File: src/rtl/shift_pkg.sv
// Shared encodings for the multi-mode shift register: shift modes,
// controller states and the per-bit next-value select of the step cell.
package shift_pkg;

    typedef enum logic [1:0] {
        SH_LSR = 2'b00,
        SH_ASR = 2'b01,
        SH_LSL = 2'b10,
        SH_ROR = 2'b11
    } shift_mode_t;

    typedef enum logic [1:0] {
        ST_IDLE  = 2'b00,
        ST_SHIFT = 2'b01,
        ST_DONE  = 2'b10
    } shift_state_t;

    // "from left" takes the neighbour at the next higher index (right shift),
    // "from right" takes the neighbour at the next lower index (left shift).
    typedef enum logic [1:0] {
        SEL_HOLD       = 2'b00,
        SEL_LOAD       = 2'b01,
        SEL_FROM_LEFT  = 2'b10,
        SEL_FROM_RIGHT = 2'b11
    } cell_sel_t;

endpackage

File: src/rtl/shift_step_cell.sv
// One bit of the shift register: 4:1 next-value mux plus async-clear flop.
module shift_step_cell
    import shift_pkg::*;
(
    input  logic      clk,
    input  logic      rst,
    input  cell_sel_t sel,
    input  logic      load_bit,
    input  logic      left_bit,
    input  logic      right_bit,
    output logic      q
);

    logic q_next;

    // Select the bit's next value from hold, parallel load or a neighbour.
    always_comb begin
        q_next = q;
        case (sel)
            SEL_LOAD:       q_next = load_bit;
            SEL_FROM_LEFT:  q_next = left_bit;
            SEL_FROM_RIGHT: q_next = right_bit;
            default:        q_next = q;
        endcase
    end

    // Storage flop, cleared by the active-low asynchronous reset.
    always_ff @(posedge clk or negedge rst) begin
        if (!rst) q <= 1'b0;
        else      q <= q_next;
    end

endmodule

File: src/rtl/multi_mode_shift_register.sv
// Multi-mode shift register: load a word, then shift it one position per
// clock in LSR/ASR/LSL/ROR mode for a requested (saturated) count.
// Optional feature macro: SHIFT_STICKY_EN adds the sticky output and flop.
//
// state    | meaning
// ST_IDLE  | accepts ld (priority) or start; out held otherwise
// ST_SHIFT | busy, one shift step and count decrement per cycle
// ST_DONE  | one-cycle done pulse, out stable, inputs ignored
module multi_mode_shift_register
    import shift_pkg::*;
#(
    parameter int WIDTH = 16,
    parameter int AMT_W = $clog2(WIDTH) + 1
) (
    input  logic             clk,
    input  logic             rst,
    input  logic             ld,
    input  logic [WIDTH-1:0] in,
    input  logic             start,
    input  logic [AMT_W-1:0] amt,
    input  logic [1:0]       mode,
    output logic [WIDTH-1:0] out,
    output logic             busy,
    output logic             done
`ifdef SHIFT_STICKY_EN
    ,
    output logic             sticky
`endif
);

    shift_state_t     state, state_next;
    shift_mode_t      mode_q;
    logic [AMT_W-1:0] count;
    logic [AMT_W-1:0] amt_sat;
    cell_sel_t        cell_sel;
    logic             msb_in;
    logic             accept_start;

    assign amt_sat      = (amt > AMT_W'(WIDTH)) ? AMT_W'(WIDTH) : amt;
    assign accept_start = (state == ST_IDLE) && !ld && start;
    assign busy         = (state == ST_SHIFT);
    assign done         = (state == ST_DONE);

    // State register.
    always_ff @(posedge clk or negedge rst) begin
        if (!rst) state <= ST_IDLE;
        else      state <= state_next;
    end

    // Next-state decode; a zero count skips straight to the done pulse.
    always_comb begin
        state_next = state;
        case (state)
            ST_IDLE: begin
                if (accept_start)
                    state_next = (amt_sat == '0) ? ST_DONE : ST_SHIFT;
            end
            ST_SHIFT: begin
                if (count == AMT_W'(1)) state_next = ST_DONE;
            end
            ST_DONE:  state_next = ST_IDLE;
            default:  state_next = ST_IDLE;
        endcase
    end

    // Count and mode are captured on an accepted start; count steps down while shifting.
    always_ff @(posedge clk or negedge rst) begin
        if (!rst) begin
            count  <= '0;
            mode_q <= SH_LSR;
        end else if (accept_start) begin
            count  <= amt_sat;
            mode_q <= shift_mode_t'(mode);
        end else if (state == ST_SHIFT) begin
            count  <= count - AMT_W'(1);
        end
    end

    // Per-bit select and the bit entering at the MSB end for right-going modes.
    always_comb begin
        cell_sel = SEL_HOLD;
        if (state == ST_IDLE && ld)
            cell_sel = SEL_LOAD;
        else if (state == ST_SHIFT)
            cell_sel = (mode_q == SH_LSL) ? SEL_FROM_RIGHT : SEL_FROM_LEFT;

        msb_in = 1'b0;
        case (mode_q)
            SH_ASR:  msb_in = out[WIDTH-1];
            SH_ROR:  msb_in = out[0];
            default: msb_in = 1'b0;
        endcase
    end

    for (genvar i = 0; i < WIDTH; i++) begin : g_bit
        logic l_bit;
        logic r_bit;

        if (i == WIDTH - 1) begin : g_top
            assign l_bit = msb_in;
        end else begin : g_mid_l
            assign l_bit = out[i+1];
        end

        if (i == 0) begin : g_bot
            assign r_bit = 1'b0;
        end else begin : g_mid_r
            assign r_bit = out[i-1];
        end

        shift_step_cell u_cell (
            .clk      (clk),
            .rst      (rst),
            .sel      (cell_sel),
            .load_bit (in[i]),
            .left_bit (l_bit),
            .right_bit(r_bit),
            .q        (out[i])
        );
    end

`ifdef SHIFT_STICKY_EN
    // Sticky collects bits falling off bit 0 in the right-shifting, non-rotating modes.
    always_ff @(posedge clk or negedge rst) begin
        if (!rst)
            sticky <= 1'b0;
        else if (state == ST_IDLE && (ld || start))
            sticky <= 1'b0;
        else if (state == ST_SHIFT && (mode_q == SH_LSR || mode_q == SH_ASR))
            sticky <= sticky | out[0];
    end
`endif

endmodule
File: config.mk
export PLATFORM = sky130hd
export DESIGN_NAME = multi_mode_shift_register
export DESIGN_NICKNAME = d
export VERILOG_FILES = /design/src/rtl/shift_pkg.sv /design/src/rtl/shift_step_cell.sv /design/src/rtl/multi_mode_shift_register.sv
export SDC_FILE = /design/constraint.sdc
export NUM_CORES = 1
export LEC_CHECK = 0
export ABC_AREA = 1
export BUFFER_PORTS_ARGS = -buffer_cell sky130_fd_sc_hd__buf_4
export CORE_MARGIN = 2
export CORE_UTILIZATION = 46
export DETAILED_ROUTE_END_ITERATION = 8
export PLACE_DENSITY_LB_ADDON = 0.25
export SKIP_LAST_GASP = 1
export SLEW_MARGIN = 20
export SYNTH_ARGS = -nofsm -noshare
export SYNTH_HDL_FRONTEND = slang
export SYNTH_SLANG_ARGS = --single-unit
File: constraint.sdc
create_clock -name clk -period 4.17 [get_ports clk]
set_clock_uncertainty 0.1 [all_clocks]
set_input_delay 0.6255 -clock clk [delete_from_list [all_inputs] [get_ports clk]]
set_output_delay 0.6255 -clock clk [all_outputs]
set_load 0.005 [all_outputs]
==> impl_metrics.ini, run 1 <==
[timing]
tns_ns = 0
max_freq_mhz = 573.2
hold_viol_final = 0
hold_slack_ns = 0.08520
finalSetupViolCount = 0
report.final.slew_viol_count = 0
post-route-period-util = 0.4184
tightest_slew_ns = 0.7572
relSlewSlack = 0.4940
rsz0062_at_grt = no
period_minus_slack_ns = 1.745

[finish]
final_common_cell = nand2_1
final_cell_mix = 90 x nand2_1, 59 x nand3_1, 46 x buf_4
syn_to_final_growth_pct = 15.66
diodes = 0
drive_gt1_frac = 0.2008
fin_nets = 294

[worst_setup_path]
start_kind = flip-flop
startpoint = state[0]
worstPathArrival_ns = 1.02
cp.required_ns = 3.44
timing.rr.end = count[1]
worstRegToRegCells = 4
r2r_start = state[1]
path_max_fanout = 5
setup.worst_path.class = reg -> out
reg2reg_slack_ns = 2.49
crit_path_end_kind = output pin

[synthesis]
syn_area_um2 = 1622
synth_compound_area_frac = 0.02623
muxShareOfSynthArea = 0
seq_area_frac_synth = 0.3858
synthCells = 240
synth_xor_area_frac = 0
synth_area_leader_cell = dfrtp_1
synth-warning-count = 0
syn-mean-instance-area_um2 = 6.756
synth_top_family_by_area = simple AND/OR/NAND/NOR gates
synthAdderAreaFrac = 0.01543
synthTopCellsByArea = dfrtp_1 39%, nand2_1 21%, nand3_1 18%
synth_seq_cells = 25
synth.top_cell.area_share = 0.3858
synth_cell_types = 16
synthSimpleGateAreaFrac = 0.4275
syn_nets = 269

[floorplan]
start_util = 0.4821
core_area_um2 = 3363
dieArea_um2 = 4016
chipHeight_um = 63.37
dieWidth_um = 63.37
num_io_pins = 45
std_cell_rows = 21

[global_routing]
grt_pass1_vias = 1318
antenna_found_initial = 0
grt.total_usage = 0.1952
grt_first_pass_wirelength_um = 6258
grt_overflow = 0
grt_max_degree = 38

[power]
powerDensity_nw_per_um2 = 717.6
p_leak_nw = 1.029
power_w = 0.001346
irDropWorstVdd_mv = 0.3495

[placement]
hpwl_um = 2599
io_buffer_count = 44
gp_congestion = 0.8095

[routing]
dr.first_iter.drc_count = 122
wl_per_cell_um = 11.90
vias = 1555
routed_wl_um = 3689
drc = 0
first_pass_iters = 4
drtAntennaViolNets = 0
via_per_inst = 5.016

[cts]
clock-sinks = 25
cts_resized = 0
hold_buffers = 0
clockBufferDepth = 2
clkTransAtPathRegs_ns = 0.13
worstSkewPairLatency_ns = 0.32
postCtsSetupBuffers = 0
cts-root-buf = clkbuf_4
cts_buffers = 3
htree_levels = 1
cts_tree = yes

[run_status]
outcome = finished clean

[flow_run]
cap_violations = 0

[min_path]
hold_class = in -> async
[logic make-up after synthesis]
| family | after synthesis |
|---|---|
| AND/OR/NAND/NOR | 163 |
| buffers and inverters | 42 |
| flip-flops | 25 |
| AO/OA/AOI/OAI | 8 |
| adder cells (fa/ha/maj) | 2 |
[worst max-delay path by stage]
stage	endpoint
after floorplan	g_bit[10].u_cell.q
after global placement	g_bit[0].u_cell.q
after detailed placement	g_bit[0].u_cell.q
after CTS	busy
after global routing	busy
final	busy
[stage by stage]
step / util / std cells / cell area [µm²] / setup slack [ns]
final: 0.5577 / 310 / 1876 / 2.425
after global routing: 0.5577 / 310 / 1876 / 2.346
after CTS: 0.5577 / 310 / 1876 / 2.414
after detailed placement: 0.5499 / 306 / 1849 / 2.342
after global placement: 0.5499 / 306 / 1849 / 2.365
after floorplan: - / 240 / 1622 / 2.630
[report_power, final]
group / switching [W] / internal (W) / total, W / leakage, nW
combinational: 0.000449 / 0.000308 / 0.000757 / 0.705
clock: 0.0000728 / 0.0000374 / 0.000110 / 0.0150
sequential: 0.000119 / 0.000360 / 0.000479 / 0.310
[synthesized netlist by cell type]
master,count
dfrtp_1,25
inv_1,15
buf_2,5
inv_2,1
ha_1,2
a21oi_1,1
clkbuf_1,2
o211ai_1,1
o21ai_1,1
or2_2,1
o21ai_0,5
nor2_2,2
nand2_1,90
nand3_1,59
buf_4,19
nor2_1,11
[layer usage]
layer  global-route usage  vias to the layer above  wire [µm]  share of wire
met5                    0                        -          0              0
met4              0.06522                        0         51          0.014
met3              0.02679                        5        210          0.057
met2               0.2711                       46       1589           0.43
met1               0.3081                      704       1838           0.50
li1                     -                      800          -              -
[final cells by class]
type                       instances  area [µm²]
timing repair buffer              46       345.3
inverter                          16       60.06
multi-input combinational        173       760.7
fill                             367        1488
clock buffer                       4       26.28
sequential                        25       625.6
tap                               46       57.56
[critical path, stage by stage, from the launching register on]
cell,delay [ns]
dfrtp_1,0.44
inv_2,0.06
nor2_2,0.09
buf_4,0.12
[state kept, by name, summed over array words and instances, names as in the netlist]
name and flops:
count 5, g_bit.u_cell.q 16, mode_q 2, state 2
Power figures use the tool's default switching activity.
==> run 2, diff against run 1 <==
clock period = 1.6 ns   (was 4.17 ns; I/O delays follow)
==> run 2 against run 1 <==
Critical path depth is the same. Sequential share of layout area shrank 1.7 points. Design area up 5.5%. Sequential power grew to 2.6 times the previous value. Critical path type unchanged. Critical endpoint unchanged. Global-route usage grew 0.42 points. Hold slack worse by 0.069 ns. Register-to-register slack worse by 2.3 ns. Largest cell class unchanged. Combinational power rose to 3.0 times the previous value. Largest power group unchanged. Flip-flop and latch count is the same. Core utilization is 3.1 points higher. Die area did not move.
==> impl_metrics.ini, run 2 (synthesis results as in run 1) <==
[placement]
io_buffer_count = 44
hpwl_um = 2635
gp_congestion = 0.7983
placed_cells = 308

[routing]
drc = 0
vias = 1598
wl_per_cell_um = 12.08
drtAntennaViolNets = 0
via_per_inst = 5.057
first_pass_iters = 4
dr.first_iter.drc_count = 82
routed_wl_um = 3817

[power]
p_leak_nw = 1.075
irDropWorstVdd_mv = 0.8302
powerDensity_nw_per_um2 = 1920

[timing]
finalSetupViolCount = 0
relSlewSlack = 0.6630
period_minus_slack_ns = 1.489
hold_viol_final = 0
max_freq_mhz = 671.4
post-route-period-util = 0.9309
tns_ns = 0
rsz0062_at_grt = no
report.final.slew_viol_count = 0
tightest_slew_ns = 0.5050

[worst_setup_path]
cp.required_ns = 1.26
path_max_fanout = 19
crit_path_end_kind = output pin
start_kind = flip-flop
worstPathArrival_ns = 1.15
setup.worst_path.class = reg -> out

[finish]
final_common_cell = nand2_1
final_cell_mix = 89 x nand2_1, 59 x nand3_1, 48 x buf_4
regMostFlops = g_bit.u_cell.q
n_fill_cell = 358
fin_nets = 300
diodes = 0
drive_gt1_frac = 0.2185
final_cells = 316
largest_register_ffs = 16
reg_top3 = g_bit.u_cell.q x16, count x5
syn_to_final_growth_pct = 21.99

[floorplan]
chipHeight_um = 63.37
start_util = 0.4821
core_area_um2 = 3363
dieArea_um2 = 4016
std_cell_rows = 21
dieWidth_um = 63.37
num_io_pins = 45

[cts]
cts_tree = yes
cts-root-buf = clkbuf_4
htree_levels = 1
worstSkewPairLatency_ns = 0.33
clock-sinks = 25
cts_buffers = 3
clkTransAtPathRegs_ns = 0.15
clockBufferDepth = 2

[global_routing]
antenna_found_initial = 0
grt_overflow = 0
grt_first_pass_wirelength_um = 6417
grt_max_degree = 39
grt_pass1_vias = 1406
grt.total_usage = 0.1994

[flow_run]
cap_violations = 0

[min_path]
hold_class = in -> reg

[run_status]
outcome = finished clean
-- run 2: report_power, final --
group	total (W)	leakage [nW]	internal, W	switching [W]
registers	0.00126	0.310	0.000939	0.000320
clock network	0.000292	0.0150	0.0000976	0.000194
logic	0.00225	0.751	0.00102	0.00123
total	0.00380	1.08	0.00206	0.00174
-- run 2: what timing repair did --
action,4_1_cts,5_1_grt
hold endpoints to repair,25,0
setup buffers,1,1
hold buffers,1,0
endpoints found under the setup margin,1,11
cloned,0,1
resized for setup,0,3
pin swaps,0,1
-- run 2: per-stage QoR --
| step | instance area, µm² | setup slack, ns | utilization | hold WS, ns | total power (W) |
|---|---|---|---|---|---|
| after global placement | 1889 | 0.1694 | 0.5618 | 0.07437 | 0.003330 |
| after detailed placement | 1889 | 0.1647 | 0.5618 | 0.07053 | 0.003355 |
| after global routing | 1978 | 0.02596 | 0.5882 | 0.02040 | 0.004201 |
| final | 1978 | 0.1105 | 0.5882 | 0.01629 | 0.003798 |
| after floorplan | 1622 | 0.2733 | - | -0.1556 | 0.002828 |
| after CTS | 1933 | 0.01537 | 0.5748 | 0.01779 | 0.003668 |
-- run 2: path summary, 6_finish.rpt --
path / endpoint / cells past startpoint / slack [ns] / from
setup / recovery: busy / 3 / 0.11 / state[1]
hold / removal: count[1] / 3 / 0.02 / amt[1]
setup reg to reg: g_bit[0].u_cell.q / 5 / 0.18 / state[0]
hold reg to reg: g_bit[2].u_cell.q / 2 / 0.46 / g_bit[2].u_cell.q
max in group asynchronous: g_bit[10].u_cell.q / 2 / 0.91 / rst
min in group asynchronous: g_bit[0].u_cell.q / 2 / 0.24 / rst
-- run 2: worst max-delay path, cell delays in order, from the launching register on --
cell and delay [ns]:
dfrtp_1 0.44, nor2_4 0.12, buf_12 0.15, buf_4 0.11
-- run 2: layer usage --
metal,track usage,routed length [µm]
met1,0.2870,1805
met2,0.3118,1758
met3,0.03929,223
met4,0.04076,29
met5,0,0
-- run 2: layout make-up --
| class | instances | area, µm² | share of cell area |
|---|---|---|---|
| tap | 46 | 57.56 | 0.02910 |
| clock buffer | 4 | 26.28 | 0.01328 |
| sequential | 25 | 625.6 | 0.3163 |
| multi-input combinational | 173 | 773.2 | 0.3909 |
| inverter | 16 | 60.06 | 0.03036 |
| timing repair buffer | 52 | 435.4 | 0.2201 |
==> run 3, diff against run 2 <==
BUFFER_PORTS_ARGS = default   (was -buffer_cell sky130_fd_sc_hd__buf_4)
DONT_BUFFER_PORTS = 1   (was default)
==> run 3 against run 2 <==
Core utilization decreased by 8.9 points. Design area shrank 15%. Maximum frequency rose by 3.1%. Worst setup slack gained 0.045 ns. Critical endpoint unchanged. Highest routed layer unchanged. Cell count shrank 12%. Sequential power rose by 4%. Die area unchanged. Global-route usage fell by 0.091 points. Critical path type unchanged. Clock power fell by 2%. Count of clock-buffer cells in the layout unchanged. Critical path depth did not move. Flip-flop and latch count is the same.
==> impl_metrics.ini, run 3 (synthesis results as in run 1) <==
[global_routing]
grt_first_pass_wirelength_um = 6265
antenna_found_initial = 0
grt_max_degree = 26
grt.total_usage = 0.1985
grt_pass1_vias = 1326
grt_overflow = 0

[power]
p_sw_w = 0.001648
seq_power_share = 0.395
powerDensity_nw_per_um2 = 1975
clkPwrFrac = 0.087
irDropWorstVdd_mv = 0.9602
p_leak_nw = 0.8769
power_w = 0.003319
internal-power_w = 0.001671
swShare = 0.4965
combPwrFrac = 0.519

[finish]
fin_nets = 263
syn_to_final_growth_pct = 3.626
final_cell_mix = 89 x nand2_1, 59 x nand3_1, 25 x dfrtp_1
largest_register_ffs = 16
diodes = 0
reg_top3 = g_bit.u_cell.q x16, count x5
drive_gt1_frac = 0.06867
n_fill_cell = 379
final_common_cell = nand2_1
regMostFlops = g_bit.u_cell.q

[timing]
rsz0062_at_grt = no
period_minus_slack_ns = 1.444
hold_viol_final = 0
fin_ws_ns = 0.1557
post-route-period-util = 0.9027
tns_ns = 0
hold_slack_ns = 0.02832
finalSetupViolCount = 0
report.final.slew_viol_count = 0
relSlewSlack = 0.6767
max_freq_mhz = 692.4
tightest_slew_ns = 0.4845

[placement]
preCtsSetupSlack_ns = 0.1588
gp_congestion = 0.8040
hpwl_um = 2667
io_buffer_count = 0

[cts]
htree_levels = 1
postCtsSetupBuffers = 0
clockBufferDepth = 2
cts_buffers = 3
cts_tree = yes
cts-root-buf = clkbuf_4
clock-sinks = 25
worstSkewPairLatency_ns = 0.32
clkTransAtPathRegs_ns = 0.14

[worst_setup_path]
crit_path_end_kind = output pin
reg2reg_slack_ns = 0.18
setup.worst_path.class = reg -> out
slowest_delay_ns = 0.44
crit_slowest_cell = dfrtp_1
path_max_fanout = 6
critPathBufInv = 2
worstPathArrival_ns = 1.10
path_cells = inv_2 > nor2_2 > buf_4
cp.required_ns = 1.26
critical_path.top_delay_family = flip-flops
start_kind = flip-flop

[floorplan]
core_area_um2 = 3363
start_util = 0.4821
std_cell_rows = 21
dieWidth_um = 63.37
num_io_pins = 45
chipHeight_um = 63.37
dieArea_um2 = 4016

[routing]
routed_wl_um = 3704
drtAntennaViolNets = 0
vias = 1439
via_per_inst = 5.158
wl_per_cell_um = 13.28
first_pass_iters = 4
dr.first_iter.drc_count = 79
drc = 0

[min_path]
hold_class = in -> reg

[flow_run]
cap_violations = 0

[run_status]
outcome = finished clean
## run 3: power groups by stage
stage | registers (W) | clock network [W] | logic [W]
2_1_floorplan | 0.00117 | 0 | 0.00166
3_3_place_gp | 0.00132 | 0 | 0.00165
3_5_place_dp | 0.00132 | 0 | 0.00168
4_1_cts | 0.00130 | 0.000297 | 0.00171
5_1_grt | 0.00137 | 0.000327 | 0.00203
6_report | 0.00131 | 0.000287 | 0.00172
## run 3: final cells by class
class	count	area, µm²	share of cell area
timing repair buffer	15	142.6	0.08488
multi-input combinational	173	768.2	0.4572
sequential	25	625.6	0.3723
inverter	16	60.06	0.03574
tap	46	57.56	0.03425
clock buffer	4	26.28	0.01564
## run 3: worst reg2reg max path: cells and delay by family (launching register included)
family	cells	cell delay, ns
simple gates	5	0.45
buf+inv	2	0.34
flops	1	0.43
## run 3: metal layers
layer | global-route usage | part of all wire
met5 | 0 | 0
met4 | 0.06793 | 0.013
met3 | 0.04107 | 0.059
met2 | 0.2921 | 0.45
met1 | 0.2891 | 0.47
## run 3: path summary, 6_finish.rpt
check                          from            endpoint  depth (start not counted)
max in group asynchronous       rst   g_bit[0].u_cell.q                          2
max                        state[0]                busy                          3
min                          amt[0]            count[0]                          4
min reg2reg                count[1]            count[1]                          2
min in group asynchronous       rst   g_bit[7].u_cell.q                          2
max reg2reg                state[1]  g_bit[11].u_cell.q                          7
## run 3: what timing repair did
action | in CTS | in global routing
hold buffers | 7 | 1
gates resized for setup | 0 | 2
endpoints found under the hold margin | 30 | 2
endpoints found under the setup margin | 0 | 10
## run 3: stage by stage
step | cell area, µm² | util | std cells
6_report | 1680 | 0.4996 | 279
3_5_place_dp | 1556 | 0.4628 | 267
5_1_grt | 1680 | 0.4996 | 279
2_1_floorplan | 1622 | - | 240
3_3_place_gp | 1556 | 0.4628 | 267
4_1_cts | 1663 | 0.4944 | 278
